**src/rtl/hs_npu_pkg.sv**
```systemverilog
// hs_npu_pkg: shared types and helpers for the NPU memory-side blocks
package hs_npu_pkg;
  typedef logic [31:0] uword;
  localparam int unsigned MEM_WORDS = 2;
  typedef enum logic [1:0] {IDLE, RD_WAIT, WR_ISSUE, WR_WAIT} mem_arb_state_t;
  typedef struct packed {
    logic                   write;
    uword                   addr;
    logic [MEM_WORDS*32-1:0] wdata;
  } mem_req_t;
  function automatic int rr_next(input int idx, input int n);
    return (idx == n - 1) ? 0 : idx + 1;
  endfunction
endpackage

```
**src/rtl/hs_npu_rr_arbiter.sv**
```systemverilog
// hs_npu_rr_arbiter: combinational round-robin pick of the first request at/after the pointer
module hs_npu_rr_arbiter #(
  parameter int N = 3,
  localparam int IW = $clog2(N)
) (
  input  logic [N-1:0]  req_i,
  input  logic [IW-1:0] ptr_i,
  output logic [N-1:0]  grant_o,
  output logic [IW-1:0] idx_o,
  output logic          valid_o
);
  always_comb begin
    int j;
    j       = 0;
    grant_o = '0;
    idx_o   = '0;
    valid_o = 1'b0;
    for (int k = 0; k < N; k++) begin
      j = (int'(ptr_i) + k) % N;
      if (!valid_o && req_i[j]) begin
        valid_o    = 1'b1;
        idx_o      = IW'(j);
        grant_o[j] = 1'b1;
      end
    end
  end
endmodule

```
**src/rtl/hs_npu_mem_arbiter.sv**
```systemverilog
// hs_npu_mem_arbiter: round-robin sharing of the NPU memory interface, one transaction in flight,
// request held stable for the whole transfer and read data routed back to the granted requester.
module hs_npu_mem_arbiter
  import hs_npu_pkg::*;
#(
  parameter int N_REQ  = 3,
  parameter int WORDS  = 2,
  parameter int ADDR_W = 32
) (
  input  logic                      clk,
  input  logic                      rst_n,
  input  logic [N_REQ-1:0]          req_valid_i,
  input  logic [N_REQ-1:0]          req_write_i,
  input  logic [N_REQ*ADDR_W-1:0]   req_addr_i,
  input  logic [N_REQ*WORDS*32-1:0] req_wdata_i,
  output logic [N_REQ-1:0]          req_ack_o,
  output logic [N_REQ-1:0]          rsp_valid_o,
  output logic [WORDS*32-1:0]       rsp_rdata_o,
  input  logic                      flush_i,
  input  logic                      mif_ready_i,
  input  logic                      mif_valid_i,
  input  logic [WORDS*32-1:0]       mif_rdata_i,
  output logic                      mif_read_o,
  output logic                      mif_write_o,
  output logic                      mif_invalidate_o,
  output logic [ADDR_W-1:0]         mif_addr_o,
  output logic [WORDS*32-1:0]       mif_wdata_o
);
  localparam int IW = $clog2(N_REQ);
  localparam int DW = WORDS * 32;
  mem_arb_state_t   r_state;
  logic [IW-1:0]    r_ptr;
  logic [IW-1:0]    r_gnt;
  logic             r_wr_armed;
  logic [ADDR_W-1:0] r_addr;
  logic [DW-1:0]    r_wdata;
  logic [DW-1:0]    r_rdata;
  logic [N_REQ-1:0] r_rsp;
  logic [N_REQ-1:0] w_onehot;
  logic [IW-1:0]    w_idx;
  logic             w_any;
  logic             w_take;
  hs_npu_rr_arbiter #(.N(N_REQ)) u_rr (
    .req_i   (req_valid_i),
    .ptr_i   (r_ptr),
    .grant_o (w_onehot),
    .idx_o   (w_idx),
    .valid_o (w_any)
  );
  assign w_take           = rst_n && r_state == IDLE && w_any && mif_ready_i && !flush_i;
  assign req_ack_o        = w_take ? w_onehot : '0;
  // read drops on the completion cycle so the interface does not start a second burst
  assign mif_read_o       = r_state == RD_WAIT && !mif_valid_i && !flush_i;
  assign mif_invalidate_o = r_state == RD_WAIT && flush_i;
  assign mif_write_o      = r_state == WR_ISSUE;
  assign mif_addr_o       = r_addr;
  assign mif_wdata_o      = r_wdata;
  assign rsp_valid_o      = r_rsp;
  assign rsp_rdata_o      = r_rdata;
  always_ff @(posedge clk) begin
    if (!rst_n) begin
      r_state    <= IDLE;
      r_ptr      <= '0;
      r_gnt      <= '0;
      r_wr_armed <= 1'b0;
      r_addr     <= '0;
      r_wdata    <= '0;
      r_rdata    <= '0;
      r_rsp      <= '0;
    end else begin
      r_rsp <= '0;
      case (r_state)
        IDLE: if (w_take) begin
          r_gnt   <= w_idx;
          r_addr  <= req_addr_i[w_idx*ADDR_W +: ADDR_W];
          r_wdata <= req_wdata_i[w_idx*DW +: DW];
          r_ptr   <= IW'(rr_next(int'(w_idx), N_REQ));
          r_state <= req_write_i[w_idx] ? WR_ISSUE : RD_WAIT;
        end
        RD_WAIT: if (flush_i) r_state <= IDLE;
        else if (mif_valid_i) begin
          r_rdata <= mif_rdata_i;
          r_rsp   <= N_REQ'(1) << r_gnt;
          r_state <= IDLE;
        end
        WR_ISSUE: begin
          r_wr_armed <= 1'b0;
          r_state    <= WR_WAIT;
        end
        // the interface's ready lags the write strobe by a cycle
        WR_WAIT: if (!r_wr_armed) r_wr_armed <= 1'b1;
        else if (mif_ready_i) begin
          r_rsp   <= N_REQ'(1) << r_gnt;
          r_state <= IDLE;
        end
        default: r_state <= IDLE;
      endcase
    end
  end
endmodule

```
**config.mk**
```make
export PLATFORM = sky130hd
export DESIGN_NAME = hs_npu_mem_arbiter
export DESIGN_NICKNAME = d
export VERILOG_FILES = /design/src/rtl/hs_npu_pkg.sv /design/src/rtl/hs_npu_rr_arbiter.sv /design/src/rtl/hs_npu_mem_arbiter.sv
export SDC_FILE = /design/constraint.sdc
export NUM_CORES = 1
export LEC_CHECK = 0
export CAP_MARGIN = 20
export CORE_AREA = 3 3 204 206
export CTS_CLUSTER_DIAMETER = 120
export DETAILED_ROUTE_END_ITERATION = 6
export DIE_AREA = 0 0 207 209
export GPL_TIMING_DRIVEN = 0
export MAX_ROUTING_LAYER = met4
export PLACE_DENSITY = 0.57
export SLEW_MARGIN = 25
export SYNTH_ARGS = -nofsm -noshare
export SYNTH_HDL_FRONTEND = slang
export SYNTH_SLANG_ARGS = --single-unit
```
**constraint.sdc**
```tcl
create_clock -name clk -period 9.15 [get_ports clk]
set_clock_uncertainty 0.2 [all_clocks]
set_input_delay 2.2875 -clock clk [delete_from_list [all_inputs] [get_ports clk]]
set_output_delay 2.2875 -clock clk [all_outputs]
set_load 0.05 [all_outputs]
```
==> metrics <==
Crit Path Category in -> out; crit start category input pin; postcts setup bufs 0; Cells after Synth roughly 800; initial DRC count roughly 370; Resize count post-CTS 0; Congestion Overflow GR 0; crit-path leading delay family buffers and inverters; Max VDD drop ~0.00011 V; Clock Latency Late Sink approximately 0.44 ns; Fin Setup TNS 0 ns; Synth Net Count 1186; Worst Hold Class reg -> reg; crit-path cells clkdlybuf4s50_1 > nand3b_1 > nor3_1 > o31ai_4 > buf_2 > buf_2 > a211oi_1 > clkdlybuf4s50_1; H-tree depth 4; achievable frequency about 130 MHz; Post-Synthesis Cell Area 0.008115 mm^2; leading area contributor after synthesis dfxtp_1; Num CTS Buffers 17; Starting Density 20.38%; DRT Pass-1 Iters 5; # fillers between 4000 and 5000; DRT Wirelength around 39000 um; clk sink count 170; most frequent cell after synthesis dfxtp_1; synth cell count leaders 170 x dfxtp_1, 136 x nand2_1, 96 x a221o_1, 96 x and3_1; Die W between 200 and 250 um; crit path DAT between 5 and 6 ns; row count 73; number of flops mapped to enable cells by yosys 0; NumNets Final roughly 1700; status complete, no violations; first-pass GRT wire length 56650 um; Yosys reg bits 170; Root Driver clkbuf_16; IO Count between 500 and 600; Max-Cap Viols 0; pin count of the biggest net entering global routing 17; Fin. Hold Viols 0; # port buffers about 530; Worst Hold Depth 2; sequential share of the synthesized area 41.94%; GPL Wtd Cong between 0.8 and 0.9; hold_buf cts 0; synth top area cells dfxtp_1 42%, a221o_1 12%, mux2_2 9.3%; vias in the first global route approximately 8900; worst reg2reg path depth 8; post-layout min period 7.935 ns; post-synth top area share between 40% and 50%; slowest cell delay on critical path approximately 0.9 ns; DR DRC count 0; syn avg cell area 9.909 um^2; initial antenna violation count 2; Worst EP required between 6 and 7 ns; Final Setup Violations 0; Layout area overhead 80.91%; Synth Flop Type dfxtp_1; Reg clk slew, reported paths roughly 0.070 ns; Avg WL per Cell ~20 um; Async SR Flop Fraction 0%; die footprint about 0.043 mm^2; RSZ-0062 raised after global routing no; Die Ht between 200 and 250 um; crit path max fanout 10; share of layout cells above drive strength 1 a little under an eighth; Leak 0.005667 uW; CP endpoint kind primary output; fin util between 30% and 40%; vias per cell ~4.5; fin. max-slew vios 0; DP HPWL between 30000 and 40000 um; Buf/Inv on CP 4; Power Dens Cells 154.8 mW/mm^2; DR vias about 8500; YS warnings 0; core area between 0.03 and 0.04 mm^2; Critical-path top delay cell clkdlybuf4s50_1; WP depth 8; Slew @ Worst Pin between 0.8 and 0.9 ns; Final ANT Viol Nets 0; CTS tree yes; clk buf depth 2; final worst path period share between 80 and 90%; slew margin rel. 42.53%; gr usage total between 15 and 20%; Netlist cell types 52
==> layout by cell type, fill, tap and decap left out, drive strengths merged, types with 2 or more instances in the layout <==
cell	Yosys	routed
a221o	96	96
o22ai	2	2
o211ai	2	2
clkbuf	43	62
nor2b	3	3
nand2b	3	3
inv	5	6
a21oi	2	2
nor3b	5	5
ha	4	4
o21ai	3	3
and2	2	2
nand2	137	137
buf	34	34
a21boi	68	68
a221oi	2	2
nor2	12	12
clkinv	0	5
mux2i	5	5
clkdlybuf4s50	0	531
o31ai	2	2
bufinv	0	3
and3	96	96
nor3	5	5
dfxtp	170	170
nand3	5	5
diode	0	2
clkinvlp	0	2
mux2	96	96
nand3b	2	2
or2	2	2
==> worst register-to-register path: cells and delay by family, from the launching register on <==
| kind | cells | cell delay, ns |
|---|---|---|
| AOI/OAI and AO/OA | 2 | 0.48 |
| adders and majority gates | 1 | 0.27 |
| buffers and inverters | 3 | 0.87 |
| DFF | 1 | 0.38 |
| muxes | 1 | 0.43 |
| and+or+nand+nor | 1 | 0.75 |
==> metrics by stage <==
stage                     instances  cell area (um^2)  setup slack (ns)  hold slack, ns  power (uW)
final                          1907             14680             1.215          0.2630        2272
after global routing           1907             14680            0.9399          0.2734        2371
after CTS                      1905             14680             1.081          0.2675        2310
after floorplan                 819              8115             2.272          0.2345        1204
after global placement         1875             14090             1.075          0.2513        1536
after detailed placement       1875             14090             1.095          0.2576        1537
==> final timing paths <==
| check | startpoint | endpoint | slack, ns |
|---|---|---|---|
| min | rsp_rdata_o[33] | rsp_rdata_o[33] | 0.26 |
| max reg2reg | r_ptr[0] | mif_wdata_o[7] | 5.72 |
| min reg2reg | rsp_rdata_o[33] | rsp_rdata_o[33] | 0.26 |
| max | rst_n | req_ack_o[1] | 1.22 |
==> logic make-up after synthesis <==
group | after synthesis | share of synthesized area [%]
mux | 101 | 15.23
flops | 170 | 41.94
buf+inv | 82 | 4.764
fa+ha+maj | 4 | 0.6167
compound gates | 184 | 20.37
simple gates | 278 | 17.08
==> area by class of cell <==
cell class / count / area, um^2 / area share (%)
Tap cell: 525 / 656.9 / 4.474
Clock inverter: 11 / 146.4 / 0.9971
Antenna cell: 2 / 5.005 / 0.03409
Sequential cell: 170 / 3403 / 23.18
Buffer: 77 / 367.9 / 2.506
Timing Repair Buffer: 531 / 5315 / 36.20
Multi-Input combinational cell: 567 / 4325 / 29.46
Inverter: 5 / 18.77 / 0.1278
Clock buffer: 19 / 442.9 / 3.017
==> layer usage <==
layer  routed length [um]  up-vias  track usage (%)
li1                     -     4133                -
met1                15960     4043            19.96
met2                19700      350            30.71
met3                 2910       13            6.170
met4                  236        0            3.301
met5                    0        -                -
==> report_power, final <==
part           internal, uW  switching (uW)
logic                   345             357
clock network           434             321
registers               789            26.0
==> state kept, by name (all words and copies together) (netlist names) <==
| register | flops |
|---|---|
| r_state | 2 |
| rsp_rdata_o | 64 |
| rsp_valid_o | 3 |
| r_gnt | 2 |
| r_ptr | 2 |
| r_wr_armed | 1 |
| mif_addr_o | 32 |
| mif_wdata_o | 64 |
(Power assumes the default switching activity.)
